## src/rtl/ddr_seq_pkg.sv

```systemverilog
// ddr_seq_pkg: state encoding, MCB command opcodes and burst limit shared by the burst sequencer.
package ddr_seq_pkg;
    localparam logic [2:0] CAL    = 3'd0;
    localparam logic [2:0] IDLE   = 3'd1;
    localparam logic [2:0] WFILL  = 3'd2;
    localparam logic [2:0] WCMD   = 3'd3;
    localparam logic [2:0] RCMD   = 3'd4;
    localparam logic [2:0] RDRAIN = 3'd5;
    localparam logic [2:0] CMD_WR = 3'b000;
    localparam logic [2:0] CMD_RD = 3'b001;
    localparam int MAX_BL = 64;
endpackage

```

## src/rtl/ddr_seq_timeout.sv

```systemverilog
// ddr_seq_timeout: read-drain watchdog, counts idle cycles and flags expiry at all-ones.
// Instantiated by ddr_burst_sequencer only when DDR_SEQ_TIMEOUT_EN is defined.
module ddr_seq_timeout #(
    parameter int TMO_W = 12
) (
    input  logic clk,
    input  logic reset_n,
    input  logic i_run,
    input  logic i_clr,
    output logic o_expired
);
    logic [TMO_W-1:0] r_cnt;

    always_ff @(posedge clk or negedge reset_n)
        if (!reset_n) r_cnt <= '0;
        else          r_cnt <= (!i_run || i_clr) ? '0 : r_cnt + 1'b1;

    assign o_expired = &r_cnt;
endmodule

```

## src/rtl/ddr_burst_sequencer.sv

```systemverilog
// ddr_burst_sequencer: single-burst request front end for MCB port p0 (write fill + cmd, read cmd + drain).
// Optional read-drain timeout enabled by defining DDR_SEQ_TIMEOUT_EN.
module ddr_burst_sequencer #(
    parameter int DATA_W = 64,
    parameter int MAX_BL = ddr_seq_pkg::MAX_BL,
    parameter int TMO_W  = 12
) (
    input  logic                  clk,
    input  logic                  reset_n,
    input  logic                  calib_done,
    input  logic                  req_valid,
    output logic                  req_ready,
    input  logic                  req_write,
    input  logic [29:0]           req_addr,
    input  logic [6:0]            req_len,
    input  logic                  wdat_valid,
    output logic                  wdat_ready,
    input  logic [DATA_W-1:0]     wdat_data,
    output logic                  rdat_valid,
    output logic [DATA_W-1:0]     rdat_data,
    output logic                  rdat_last,
    output logic                  done,
    output logic                  err,
    output logic                  p0_cmd_en,
    output logic [2:0]            p0_cmd_instr,
    output logic [5:0]            p0_cmd_bl,
    output logic [29:0]           p0_cmd_byte_addr,
    input  logic                  p0_cmd_full,
    output logic                  p0_wr_en,
    output logic [DATA_W-1:0]     p0_wr_data,
    output logic [DATA_W/8-1:0]   p0_wr_mask,
    input  logic                  p0_wr_full,
    output logic                  p0_rd_en,
    input  logic [DATA_W-1:0]     p0_rd_data,
    input  logic                  p0_rd_empty
);
    import ddr_seq_pkg::*;

    localparam logic [6:0] L_MAX = 7'(MAX_BL);

    logic [2:0]        r_state;
    logic [29:0]       r_addr;
    logic [5:0]        r_bl;
    logic [6:0]        r_cnt;
    logic              r_err;
    logic              r_done;
    logic              r_cal_lost;
    logic              r_rdat_valid;
    logic              r_rdat_last;
    logic [DATA_W-1:0] r_rdat_data;

    logic       w_accept;
    logic       w_len_ok;
    logic       w_wr_xfer;
    logic       w_cmd_st;
    logic       w_cmd_fire;
    logic       w_pop;
    logic       w_last;
    logic       w_tmo_exp;
    logic [2:0] w_home;

    assign w_accept   = req_valid & req_ready;
    assign w_len_ok   = (req_len != 7'd0) && (req_len <= L_MAX);
    assign w_wr_xfer  = (r_state == WFILL) & wdat_valid & ~p0_wr_full;
    assign w_cmd_st   = (r_state == WCMD) | (r_state == RCMD);
    assign w_cmd_fire = w_cmd_st & ~p0_cmd_full;
    assign w_pop      = (r_state == RDRAIN) & ~p0_rd_empty;
    assign w_last     = r_cnt == {1'b0, r_bl};
    // A calibration drop seen at any point during a request diverts completion to CAL.
    assign w_home     = (r_cal_lost | ~calib_done) ? CAL : IDLE;

`ifdef DDR_SEQ_TIMEOUT_EN
    ddr_seq_timeout #(.TMO_W(TMO_W)) u_tmo (
        .clk       (clk),
        .reset_n   (reset_n),
        .i_run     (r_state == RDRAIN),
        .i_clr     (w_pop),
        .o_expired (w_tmo_exp)
    );
`else
    assign w_tmo_exp = (TMO_W == 0);
`endif

    assign req_ready        = r_state == IDLE;
    assign wdat_ready       = (r_state == WFILL) & ~p0_wr_full;
    assign p0_wr_en         = w_wr_xfer;
    assign p0_wr_data       = wdat_data;
    assign p0_wr_mask       = '0;
    assign p0_cmd_en        = w_cmd_fire;
    assign p0_cmd_instr     = (r_state == RCMD) ? CMD_RD : CMD_WR;
    assign p0_cmd_bl        = w_cmd_st ? r_bl : 6'd0;
    assign p0_cmd_byte_addr = w_cmd_st ? r_addr : 30'd0;
    assign p0_rd_en         = w_pop;
    assign rdat_valid       = r_rdat_valid;
    assign rdat_data        = r_rdat_data;
    assign rdat_last        = r_rdat_last;
    assign done             = r_done;
    assign err              = r_err;

    always_ff @(posedge clk or negedge reset_n) begin
        if (!reset_n) begin
            r_state      <= CAL;
            r_addr       <= '0;
            r_bl         <= '0;
            r_cnt        <= '0;
            r_err        <= 1'b0;
            r_done       <= 1'b0;
            r_cal_lost   <= 1'b0;
            r_rdat_valid <= 1'b0;
            r_rdat_last  <= 1'b0;
            r_rdat_data  <= '0;
        end else begin
            r_done       <= 1'b0;
            r_rdat_valid <= 1'b0;
            r_rdat_last  <= 1'b0;
            if (r_state != CAL && !calib_done) r_cal_lost <= 1'b1;
            case (r_state)
                CAL: begin
                    r_cal_lost <= 1'b0;
                    if (calib_done) r_state <= IDLE;
                end
                IDLE:
                    if (w_accept) begin
                        r_addr <= {req_addr[29:3], 3'b000};
                        // len 64 wraps to 0 in 6 bits, so len-1 lands on 63 as required
                        r_bl   <= req_len[5:0] - 6'd1;
                        r_cnt  <= '0;
                        if (w_len_ok) r_state <= req_write ? WFILL : RCMD;
                        else begin
                            r_err   <= 1'b1;
                            r_done  <= 1'b1;
                            r_state <= w_home;
                        end
                    end else if (!calib_done) r_state <= CAL;
                WFILL:
                    if (w_wr_xfer) begin
                        r_cnt <= r_cnt + 7'd1;
                        if (w_last) r_state <= WCMD;
                    end
                WCMD:
                    if (w_cmd_fire) begin
                        r_done  <= 1'b1;
                        r_state <= w_home;
                    end
                RCMD:
                    if (w_cmd_fire) r_state <= RDRAIN;
                RDRAIN:
                    if (w_pop) begin
                        r_rdat_data  <= p0_rd_data;
                        r_rdat_valid <= 1'b1;
                        r_cnt        <= r_cnt + 7'd1;
                        if (w_last) begin
                            r_rdat_last <= 1'b1;
                            r_done      <= 1'b1;
                            r_state     <= w_home;
                        end
                    end else if (w_tmo_exp) begin
                        r_err   <= 1'b1;
                        r_done  <= 1'b1;
                        r_state <= w_home;
                    end
                default: r_state <= CAL;
            endcase
        end
    end
endmodule

```

## config.mk

```make
export PLATFORM = sky130hd
export DESIGN_NAME = ddr_burst_sequencer
export DESIGN_NICKNAME = d
export VERILOG_FILES = /design/src/rtl/ddr_seq_pkg.sv /design/src/rtl/ddr_seq_timeout.sv /design/src/rtl/ddr_burst_sequencer.sv
export SDC_FILE = /design/constraint.sdc
export NUM_CORES = 1
export LEC_CHECK = 0
export ABC_AREA = 1
export ABC_CLOCK_PERIOD_IN_PS = 1700
export CAP_MARGIN = 20
export CELL_PAD_IN_SITES_DETAIL_PLACEMENT = 0
export CELL_PAD_IN_SITES_GLOBAL_PLACEMENT = 1
export CORE_MARGIN = 10
export CORE_UTILIZATION = 25
export DETAILED_ROUTE_END_ITERATION = 6
export GPL_TIMING_DRIVEN = 0
export PLACE_DENSITY = 0.91
export SLEW_MARGIN = 20
export SYNTH_ARGS = -nofsm -noshare
export SYNTH_HDL_FRONTEND = slang
export SYNTH_HIERARCHICAL = 1
export SYNTH_SLANG_ARGS = --single-unit
```

## constraint.sdc

```tcl
create_clock -name clk -period 1.7 [get_ports clk]
set_input_delay 0.17 -clock clk [delete_from_list [all_inputs] [get_ports clk]]
set_output_delay 0.17 -clock clk [all_outputs]
set_load 0.01 [all_outputs]
```

==> summary.txt <==
gr ovfl total: 0
Die Span Y: 168.6 um
met1 Resource Use GR: 16.09%
warnings from Yosys: 6
first-pass GRT wire length: 31190 um
endpoint class of the critical path: primary output
Final Power: 14.38 mW
Worst setup startpoint: r_state[1]$_DFFE_PN0P_
vias in the first global route: 5470
Period minus WS final: 1824 ps
CTS Buf Count: 9
DR vias: 5437
RSZ-0062 raised after global routing: yes
H-tree depth: 3
synthesized cell area: 5518 um2
Synth Flop Type: dfrtp_1
I/O Buffers: 277
GRT met2 Usage: 22.84%
CTS Buffer Depth: 2
Crit Path Category: reg -> out
PD cells: 1482 nW/um2
Commonest cells post-synth: 270 x nand2_1, 112 x dfrtp_1, 88 x buf_4, 56 x inv_1, 49 x nor2_1
worst path required time: 1530 ps
Leak: 4.667 nW
worst ir drop on vdd: 0.5485 mV
Via-to-Cell Ratio: 4.173
Final Cycle Share: 107.3%
Die ar.: 28410 um2
clk root buf: clkbuf_16
Total Wirelength: 20990 um
final hold slack: 331.0 ps
status: complete, but fails checks
Final ANT Viol Nets: 0
routability congestion estimate: 0.8284
area grow syn2layout: 75.80%
row cnt: 54
failing checks: setup timing
wire length per cell: 16.11 um
ys async rst share: 100.0%
final-report hold violation count: 0
Nets: 1193
DIE WIDTH: 168.6 um
initial antenna violation count: 1
Post-route DRC: 0
top-area cell type share of the netlist area: 50.79%
Initial Util: 25.36%
# IOs: 358
Post-synth EDFFs: 0
Synth Area per Inst: 8.043 um2
Iteration-0 DRC Markers: 238
f_max: 548.2 MHz
Core Region: 21760 um2
largest driver fanout on the critical path: 6
synthesized instance count: 686
GR Util All Layers: 13.73%
register area share after synthesis: 50.79%
pin count of the biggest net entering global routing: 68
CTS tree: done
Max-Cap Viols: 0
hpwl dp: 15900 um
clk sink count: 112
PnR worst setup slack: -124.2 ps
critical path launch point type: flip-flop
R2R Path Start: r_state[1]$_DFFE_PN0P_
Clock Skews: 11.09 ps
Yosys reg bits: 112
most frequent cell after synthesis: nand2_1
clk slew on worst S/H paths: 80 ps
ranking of synthesized cells by area: dfrtp_1 51%, nand2_1 18%, buf_4 12%
Setup violations, final: 35
Worst-Skew Late Latency: 360 ps
share of cells above drive strength 1: 24.36%
fin. max-slew vios: 0
Cell variety after synth: 28
grt peak-use layer: met2
DRT Pass-1 Iters: 4
pre-CTS worst setup slack: -694.0 ps
grt met3 use: 4.724%
Hold Path Class: in -> async
WP data arrival: 1650 ps
Yosys top cell by area: dfrtp_1
==> kinds of logic after synthesis <==
kind of cell / synth area share (%)
other: 0.06796
xor gates and xnor gates: 0.6350
adders and majority gates: 0.4534
DFF: 50.79
and+or+nand+nor: 25.44
buffers and inverters: 17.94
AOI/OAI and AO/OA: 4.671
==> registers in the layout, summed over array words and instances, names as in the netlist <==
signal      count
rdat_data      64
rdat_valid      1
r_cal_lost      1
r_cnt           7
r_addr         27
rdat_last       1
done            1
r_bl            6
r_state         3
err             1
==> worst max-delay path, cell delays in order, from the launching register on <==
cell       delay (ps)
dfrtp_2           440
buf_6             130
nand3_4           100
nand2_8           140
clkinv_8           90
clkbuf_16         180
nor2_2             70
buf_2             130
==> cell type report <==
type | instances | area (um2)
antenna | 1 | 2.502
clock inverter | 6 | 50.05
timing repair inverter | 1 | 16.27
multi-input combinational | 422 | 2108
timing repair buffer | 307 | 3044
tap | 280 | 350.3
clock buffer | 10 | 229.0
inverter | 61 | 244.0
buffer | 103 | 850.8
sequential | 112 | 2805
fill | 2133 | 12060
==> metal layers <==
layer / share of wire (%) / up-vias
met5: 0 / -
met4: 1.9 / 0
met3: 7.8 / 22
met2: 50 / 189
met1: 40 / 2568
li1: - / 2658
==> power by group <==
part           leakage [nW]  internal [mW]  switching (mW)
sequential             1.41           3.90           0.600
clock                 0.136           1.02            1.08
combinational          3.12           3.85            3.93
==> worst paths after layout <==
path | cells past startpoint | slack (ps) | end
worst min register to register | 2 | 470 | err$_DFFE_PN0P_
min in group clk | 3 | 340 | rdat_data[49]$_DFFE_PN0P_
worst max-delay path | 7 | -120 | p0_cmd_byte_addr[28]
worst min-delay path | 2 | 330 | rdat_data[35]$_DFFE_PN0P_
worst max register to register | 11 | 50 | r_state[2]$_DFFE_PN0P_
max in group asynchronous | 3 | 610 | r_state[0]$_DFFE_PN0P_
==> per-stage QoR <==
stage | TNS (ps) | instances | cell area (um2) | utilization (%)
6_report | -2826 | 1303 | 9701 | 44.59
5_1_grt | -5502 | 1303 | 9701 | 44.59
4_1_cts | -3022 | 1291 | 9260 | 42.56
3_5_place_dp | -20550 | 1256 | 8715 | 40.06
3_3_place_gp | -491780 | 1255 | 8686 | 39.92
2_1_floorplan | 0 | 698 | 5563 | -
==> timing repair <==
item,CTS,global route
hold buffers,1,0
hold endpoints to repair,45,0
setup buffers,14,10
endpoints found under the setup margin,39,51
cloned,4,1
pin swaps,4,7
resized for setup,217,94
==> cell usage in the layout, fill, tap and decap left out, types with 3 or more instances in the layout <==
| cell | netlist | routed |
|---|---|---|
| nand2_1 | 270 | 265 |
| clkdlybuf4s50_1 | 0 | 237 |
| dfrtp_1 | 112 | 110 |
| buf_4 | 88 | 107 |
| inv_1 | 56 | 54 |
| buf_6 | 5 | 41 |
| o21ai_0 | 38 | 37 |
| nor2_4 | 2 | 32 |
| nor2_1 | 49 | 15 |
| conb_1 | 1 | 13 |
| clkbuf_16 | 0 | 12 |
| buf_2 | 5 | 12 |
| o21ai_1 | 9 | 10 |
| nand3_1 | 11 | 8 |
| nand4_1 | 7 | 7 |
| nor2_2 | 2 | 6 |
| inv_2 | 4 | 5 |
| nand2_2 | 4 | 4 |
| nor3_1 | 5 | 4 |
| nand2_4 | 0 | 3 |
| xor2_1 | 3 | 3 |
| inv_6 | 0 | 3 |
No activity file was read; power rests on OpenSTA's default activity.
